### config.mk
export PLATFORM = sky130hd
export DESIGN_NAME = cycle_stepper
export DESIGN_NICKNAME = d
export VERILOG_FILES = /design/src/rtl/stepper_pkg.sv /design/src/rtl/step_counter.sv /design/src/rtl/cycle_stepper.sv
export SDC_FILE = /design/constraint.sdc
export NUM_CORES = 1
export LEC_CHECK = 0
export ABC_AREA = 1
export CELL_PAD_IN_SITES_DETAIL_PLACEMENT = 0
export CELL_PAD_IN_SITES_GLOBAL_PLACEMENT = 1
export CORE_ASPECT_RATIO = 0.7
export CORE_MARGIN = 4
export CORE_UTILIZATION = 36
export DETAILED_ROUTE_END_ITERATION = 10
export GPL_ROUTABILITY_DRIVEN = 0
export PLACE_DENSITY_LB_ADDON = 0.1
export SYNTH_ARGS = -nofsm -noshare
export SYNTH_HDL_FRONTEND = slang
export SYNTH_HIERARCHICAL = 1
export SYNTH_SLANG_ARGS = --single-unit
### constraint.sdc
create_clock -name clk -period 1.95 [get_ports clk]
set_input_delay 0.39 -clock clk [delete_from_list [all_inputs] [get_ports clk]]
set_output_delay 0.39 -clock clk [all_outputs]
set_load 0.05 [all_outputs]
### src/rtl/stepper_pkg.sv
// Shared definitions for the cycle stepper: FSM state encoding and the
// default widths of the step-count request and the total-cycles counter.
package stepper_pkg;

  localparam int unsigned CNT_W_DEF = 8;
  localparam int unsigned TOT_W_DEF = 16;

  typedef enum logic [1:0] {
    IDLE = 2'd0,
    RUN  = 2'd1,
    DONE = 2'd2
  } state_e;

endpackage

### src/rtl/step_counter.sv
// Loadable down-counter holding the number of datapath steps still to be
// enabled in a counted run. Decrements stop at zero so the count can never
// wrap into a huge value.
module step_counter
  import stepper_pkg::*;
#(
  parameter int unsigned CNT_W = CNT_W_DEF
) (
  input  logic             clk,
  input  logic             rst_n,
  input  logic             load_i,
  input  logic [CNT_W-1:0] load_val_i,
  input  logic             dec_i,
  output logic [CNT_W-1:0] cnt_o,
  output logic             zero_o
);

  localparam logic [CNT_W-1:0] CNT_ZERO = {CNT_W{1'b0}};
  localparam logic [CNT_W-1:0] CNT_ONE  = {{(CNT_W-1){1'b0}}, 1'b1};

  logic [CNT_W-1:0] cnt_d;
  logic [CNT_W-1:0] cnt_q;

  // Next count: a load wins over a decrement; decrement only while non-zero.
  always_comb begin
    cnt_d = cnt_q;
    if (load_i) begin
      cnt_d = load_val_i;
    end else if (dec_i && (cnt_q != CNT_ZERO)) begin
      cnt_d = cnt_q - CNT_ONE;
    end else begin
      cnt_d = cnt_q;
    end
  end

  // Count register with synchronous active-low reset.
  always_ff @(posedge clk) begin
    if (!rst_n) begin
      cnt_q <= CNT_ZERO;
    end else begin
      cnt_q <= cnt_d;
    end
  end

  assign cnt_o  = cnt_q;
  assign zero_o = (cnt_q == CNT_ZERO);

endmodule

### src/rtl/cycle_stepper.sv
// Cycle stepper: gates a datapath clock-enable for either a counted number
// of steps or a free run that ends on stop/halt_in. Every output is a flop
// whose next value is derived from the next FSM state, so cpu_en has no
// combinational path from any input.
module cycle_stepper
  import stepper_pkg::*;
#(
  parameter int unsigned CNT_W = CNT_W_DEF,
  parameter int unsigned TOT_W = TOT_W_DEF
) (
  input  logic             clk,
  input  logic             rst_n,
  input  logic             start,
  input  logic             mode,
  input  logic [CNT_W-1:0] steps,
  input  logic             stop,
  input  logic             halt_in,
  output logic             cpu_en,
  output logic             busy,
  output logic             done,
  output logic [TOT_W-1:0] cycles_run
);

  localparam logic [CNT_W-1:0] CNT_ZERO = {CNT_W{1'b0}};
  localparam logic [CNT_W-1:0] CNT_ONE  = {{(CNT_W-1){1'b0}}, 1'b1};
  localparam logic [TOT_W-1:0] TOT_ZERO = {TOT_W{1'b0}};
  localparam logic [TOT_W-1:0] TOT_ONE  = {{(TOT_W-1){1'b0}}, 1'b1};

  state_e           state_d;
  state_e           state_q;
  logic             mode_d;
  logic             mode_q;
  logic             cpu_en_d;
  logic             cpu_en_q;
  logic             busy_d;
  logic             busy_q;
  logic             done_d;
  logic             done_q;
  logic [TOT_W-1:0] cycles_d;
  logic [TOT_W-1:0] cycles_q;

  logic             cnt_load_s;
  logic             cnt_dec_s;
  logic [CNT_W-1:0] cnt_s;
  logic             cnt_zero_s;
  logic             last_step_s;

  // A run is accepted only from IDLE; the counter is only consumed in counted RUN.
  assign cnt_load_s = (state_q == IDLE) && start;
  assign cnt_dec_s  = (state_q == RUN) && !mode_q;

  // Final counted step: one remaining. A zero count in RUN also ends the run
  // so a corrupted counter can never turn a counted run into an endless one.
  assign last_step_s = (cnt_s == CNT_ONE) || cnt_zero_s;

  step_counter #(
    .CNT_W (CNT_W)
  ) u_step_counter (
    .clk        (clk),
    .rst_n      (rst_n),
    .load_i     (cnt_load_s),
    .load_val_i (steps),
    .dec_i      (cnt_dec_s),
    .cnt_o      (cnt_s),
    .zero_o     (cnt_zero_s)
  );

  // Next-state logic; registered outputs follow the next state.
  always_comb begin
    state_d = state_q;
    mode_d  = mode_q;
    case (state_q)
      IDLE: begin
        if (start) begin
          mode_d = mode;
          if (mode || (steps != CNT_ZERO)) begin
            state_d = RUN;
          end else begin
            state_d = DONE;
          end
        end else begin
          state_d = IDLE;
        end
      end
      RUN: begin
        if (stop || halt_in || (!mode_q && last_step_s)) begin
          state_d = DONE;
        end else begin
          state_d = RUN;
        end
      end
      DONE: begin
        state_d = IDLE;
      end
      default: begin
        state_d = IDLE;
      end
    endcase
    cpu_en_d = (state_d == RUN);
    busy_d   = (state_d == RUN);
    done_d   = (state_d == DONE);
  end

  // Total enabled-cycle counter, holding at all-ones once saturated.
  always_comb begin
    cycles_d = cycles_q;
    if (cpu_en_q && (cycles_q != {TOT_W{1'b1}})) begin
      cycles_d = cycles_q + TOT_ONE;
    end else begin
      cycles_d = cycles_q;
    end
  end

  // State and output registers with synchronous active-low reset.
  always_ff @(posedge clk) begin
    if (!rst_n) begin
      state_q  <= IDLE;
      mode_q   <= 1'b0;
      cpu_en_q <= 1'b0;
      busy_q   <= 1'b0;
      done_q   <= 1'b0;
      cycles_q <= TOT_ZERO;
    end else begin
      state_q  <= state_d;
      mode_q   <= mode_d;
      cpu_en_q <= cpu_en_d;
      busy_q   <= busy_d;
      done_q   <= done_d;
      cycles_q <= cycles_d;
    end
  end

  assign cpu_en     = cpu_en_q;
  assign busy       = busy_q;
  assign done       = done_q;
  assign cycles_run = cycles_q;

endmodule

# Word level (Yosys, flattened, before mapping)
# Index checks and enable logic that the tools add are counted.
dict set report word_totals {
  regBits 29
  inputBits 14
  output_inout_bits 19
}
dict set report classes {
  addsub 2
  n_eq_ne 5
  n_mux 6
  reduce_logical 16
}
# cell count
set ops {}
lappend ops {{adder 16 x 1 -> 16 bit, second input constant} 1}
lappend ops {{2-to-1 mux 8 bit} 2}
lappend ops {{!= test 16 bit, second input constant} 1}
lappend ops {{nonzero test 8 bit} 2}
lappend ops {{equality test 8 x 1 -> 1 bit, second input constant} 1}
lappend ops {{zero test 8 bit} 1}
lappend ops {{subtractor 8 x 1 -> 8 bit, second input constant} 1}
lappend ops {{2-to-1 mux 2 bit} 3}
lappend ops {{logical AND 1 bit} 5}
lappend ops {{equality test 2 x 1 -> 1 bit, second input constant} 2}
lappend ops {{logical OR 1 bit} 4}
lappend ops {{case mux 2 bit (2 select lines)} 1}
lappend ops {{equality test 2 bit, second input constant} 1}
lappend ops {{zero test 2 bit} 1}
lappend ops {{AND reduction 2 bit} 1}
lappend ops {{nonzero test 2 bit} 1}
lappend ops {{zero test 1 bit} 1}

# Longest topological paths before layout
# Gate-level depths: netlist of the first run.
dict set report depth {
  depth_word 7
  mapped_depth 10
}

# Cells and area by module
# Netlist of the first run, hierarchy kept.
# mod n_inst cells_per_inst area_each_um2 seq_area_each_um2
set modules_own_cells {}
lappend modules_own_cells {cycle_stepper 1 195 1296.2 420.4}
lappend modules_own_cells {step_counter 1 104 600.6 160.2}

# Worst setup path after synthesis of the first run
# No wires, ideal clock.
dict set report synth_timing {
  kind {register -> register}
  start {register cycles_q[1], in the netlist cycles_run[1]}
  end {register cycles_q[11], in the netlist cycles_run[11]}
  t_arrival_ns 1.793
  required_ns 1.809
  slack_ns 0.016
  stages_incl_launch_ff 10
  path_cell_list {dfxtp_1 -> ha_1 -> nand3_2 -> nor2_4 -> nand2_1 -> nand2_1 -> nand2_1 -> buf_2 -> nand2_1 -> a21oi_2}
}
dict set report synth_via {
  elab_chain_len 2
  word_cells_on_any_way 3
  cone_classes {add/sub (1); eq/ne (1); reduce/logical (1)}
}
# element line
set synth_rtl {}
lappend synth_rtl {{start: declaration} cycle_stepper.sv:40} ;# logic [TOT_W-1:0] cycles_q;
lappend synth_rtl {{start signal: assignment} cycle_stepper.sv:129} ;# cycles_q <= cycles_d;
lappend synth_rtl {{parallel branches: the longest is 2 deep, another holds adder 16 x 1 -> 16 bit} n/a}
# Several ways; the timed one is not identified.
# A chain may end at the register's enable or synchronous reset.

# Worst setup path after layout of the first run
dict set report layout_timing {
  start {register done_q, in the netlist done}
  end {output port done}
}
# element line
set layout_lines {}
lappend layout_lines {{start: declaration} cycle_stepper.sv:38} ;# logic done_q;
lappend layout_lines {{start signal: assignment} cycle_stepper.sv:128} ;# done_q <= done_d;
lappend layout_lines {{end: declaration} cycle_stepper.sv:20} ;# output logic done,
# No word-level cell between the ends.

==> summary.txt, run 1 <==
Floorplanning
  – Starting Density: 38.4%
  – Die Area: 0.00651 mm2
  – # IOs: 33
  – Die H: 68.7 um
  – Total core area: 0.00494 mm2
  – Num rows: 21
  – Die width: 94.8 um

STA
  – Final Hold Violating Endpoints: 0
  – Final Cycle Share: 89.8%
  – Worst-Margin Slew: 0.490 ns
  – Relative slew slack: 67.3%
  – Final slew viol count: 0
  – Worst setup margin: 0.198 ns
  – Crit path time final: 1.75 ns
  – Fmax: 0.571 GHz
  – RSZ-0062 raised after global routing: false
  – Final setup TNS: 0 ns
  – Setup-violating endpoint count in the final report: 0
  – Worst Skew: 0.00415 ns

Hold path
  – HP Class: reg2reg
  – Hold path depth: 2
  – Hold EP: mode_q
  – Hold path startpoint: mode_q

CTS
  – Clk root buf: clkbuf_8
  – Reg clk slew, reported paths: 0.06 ns
  – H-Tree Depth: 2
  – Skew-Pair Late Insertion Delay: 0.27 ns
  – CTS buffer count: 5
  – Clk buf depth: 2
  – Post-CTS Setup Bufs: 0
  – CTS Hold Bufs: 0
  – CTS tree: yes
  – Sink Count: 29
  – Post-cts resize count: 0

Place
  – Placed insts: 405
  – Pre-CTS WS: 0.309 ns
  – Final HPWL from detailed placement: 4000 um
  – Number of port buffers: 32

Pwr
  – Leakage power figure: 1.02 nW
  – Clock network power share: 31.1%
  – Internal power: 0.00107 W
  – IR drop worst, VDD: 0.000285 V
  – Reg power frac: 41.4%
  – Comb pwr share: 27.5%
  – PD cells: 675 mW/mm2
  – Switching power: 0.000539 W
  – Switching Share: 33.5%

Worst setup path
  – Critical path required time: 1.56 ns
  – WP data arrival: 1.36 ns
  – R2R Path End: cycles_run[8]
  – CP endpoint kind: output pin
  – Crit-path max FO: 1
  – R2r startpoint: cycles_run[0]
  – Slowest CP cell: clkdlybuf4s50_1
  – Crit Path Class: reg2out
  – Critical path, cell by cell: clkdlybuf4s50_1
  – Critical path buffers and inverters: 1
  – Worst path top cell family by delay: buffers and inverters
  – Critical Path Max Stage Delay: 0.79 ns
  – R2R Setup Slk: 0.36 ns
  – Startpoint types: flop
  – R2R depth: 8

Drt
  – Post-route ant nets: 0
  – Total Wirelength: 5040 um
  – First-pass detailed-route iteration total: 5
  – DRC viols: 0
  – WL per Instance: 12.2 um
  – 1st-iter DRT viols: 87
  – Vias: 1,921
  – Vias per std cell: 4.66

Logic synthesis
  – Yosys warnings: 6
  – Sequential area share after synthesis: 30.6%
  – Main synth FF type: dfxtp_1
  – Synth top area share: 30.6%
  – Synthesis-stage register bit count: 29
  – Synth Cell Area: 0.00190 mm2
  – Top-count cell post-synth: nand2_1
  – Cell types occupying the most area after synthesis: dfxtp_1, nand2_1, nor2_1
  – Synth cell count leaders: nand2_1, nor2_1, inv_1, dfxtp_1, nand3_1
  – Number of flops mapped to enable cells by yosys: 0
  – Syn_area_per_cell: 6.34 um2
  – Async S/R FF share, synth: 0%
  – Mapped Nets: 316
  – Area leader, netlist: dfxtp_1
  – Synth cell types: 30
  – Post-synthesis cell count: 299

Cells and area
  – Fin nets: 360
  – P&R area growth vs syn: 25.5%
  – Share of layout cells above drive strength 1: 19.5%
  – Antenna diode count: 0
  – Non-Filler Instances: 412

Global routing
  – Total grt overflow: 0
  – Met1 usage: 28.0%
  – Vias in the first global route: 1,696
  – Largest net degree at the start of global routing: 19
  – M3 GR Usage: 3.90%
  – Met2 GRT Util: 22.1%
  – First-pass GRT wire length: 8470 um
  – Initial antenna violation count: 0
  – GRT Max-Usage Layer: met1
  – Tot GR Track Use: 17.4%

Flow run
  – Max-cap violations: 0

Status
  – Status: finished clean
==> layout make-up <==
type                            count  area, um2
Fill cell                         547       2560
Clock buffer                        7       86.3
Inverter                           40        151
Timing Repair Buffer               43        358
Sequential cell                    29        581
Tap cell                           69       86.3
Multi-Input combinational cell    224       1120
==> through the flow <==
step / cell area [um2] / util, % / power [W] / hold WS (ns)
after floorplan: 1900 / - / 0.000988 / 0.444
after global placement: 2290 / 46.4 / 0.00112 / 0.461
after detailed placement: 2290 / 46.4 / 0.00111 / 0.465
after CTS: 2380 / 48.2 / 0.00163 / 0.474
after global routing: 2380 / 48.2 / 0.00171 / 0.518
final: 2380 / 48.2 / 0.00161 / 0.471
==> layer usage <==
metal / share of wire (%) / wire length [um]
met1: 54 / 2730
met2: 37 / 1880
met3: 7.7 / 389
met4: 0.62 / 31
met5: 0 / 0
==> power groups by stage <==
stage / Clock [W] / Sequential (W) / Combinational, W
5_1_grt: 0.000549 / 0.000671 / 0.000492
3_3_place_gp: 0 / 0.000678 / 0.000444
4_1_cts: 0.000521 / 0.000664 / 0.000440
3_5_place_dp: 0 / 0.000677 / 0.000438
2_1_floorplan: 0 / 0.000692 / 0.000296
6_report: 0.000499 / 0.000664 / 0.000442
==> state kept, by name, summed over array words and instances (netlist names) <==
register / flops
busy: 1
cycles_run: 16
done: 1
u_step_counter/cnt_o: 8
mode_q: 1
state_q: 2
==> placed cells by master, fill, tap and decap left out <==
cell type / instances
clkinv_1: 1
clkbuf_8: 6
clkbuf_1: 1
a21oi_1: 11
nand3_4: 1
xnor2_1: 4
nand3b_1: 1
xor2_1: 4
a21oi_2: 10
nand3_2: 1
nor2_1: 37
o21ai_0: 9
o21ai_1: 1
inv_2: 4
clkinv_2: 1
dfxtp_1: 29
clkdlybuf4s50_1: 14
inv_1: 34
nand2_2: 9
nor2_2: 2
nor2_4: 1
ha_1: 3
a31oi_1: 1
nand3_1: 25
nand2_4: 3
nor3_1: 7
buf_4: 29
nand4_1: 4
nand2_1: 90
==> logic make-up (layout without fill, tap and decap cells) <==
group           after synthesis  count (layout)  synth area share (%)
fa+ha+maj                     3               3                  1.98
simple gates                181             181                  42.7
xor+xnor                      8               8                  3.69
compound gates               32              32                  10.5
flops                        29              29                  30.6
buf+inv                      46              90                  10.5
==> worst min-delay path, stage by stage, from the launching register on <==
cell and delay (ns):
dfxtp_1 0.31, inv_1 0.07, a21oi_1 0.05
==> worst max path at each step <==
stage | startpoint | end | slack [ns] | cells after the start
2_1_floorplan | cycles_run[1] | cycles_run[11] | 0.02 | 9
3_3_place_gp | start | u_step_counter/cnt_o[4] | 0.28 | 8
3_5_place_dp | start | u_step_counter/cnt_o[4] | 0.31 | 8
4_1_cts | done | done | 0.18 | 1
5_1_grt | cycles_run[0] | cycles_run[15] | 0.07 | 8
6_report | done | done | 0.20 | 1
No activity file was read; power rests on OpenSTA's default activity.
==> run 2, diff against run 1 <==
CAP_MARGIN = 20   (was not set)
SKIP_CTS_REPAIR_TIMING = 1   (was not set)
==> results of run 2 <==
The final DEF is identical to that of run 1; final timing and power are the same.
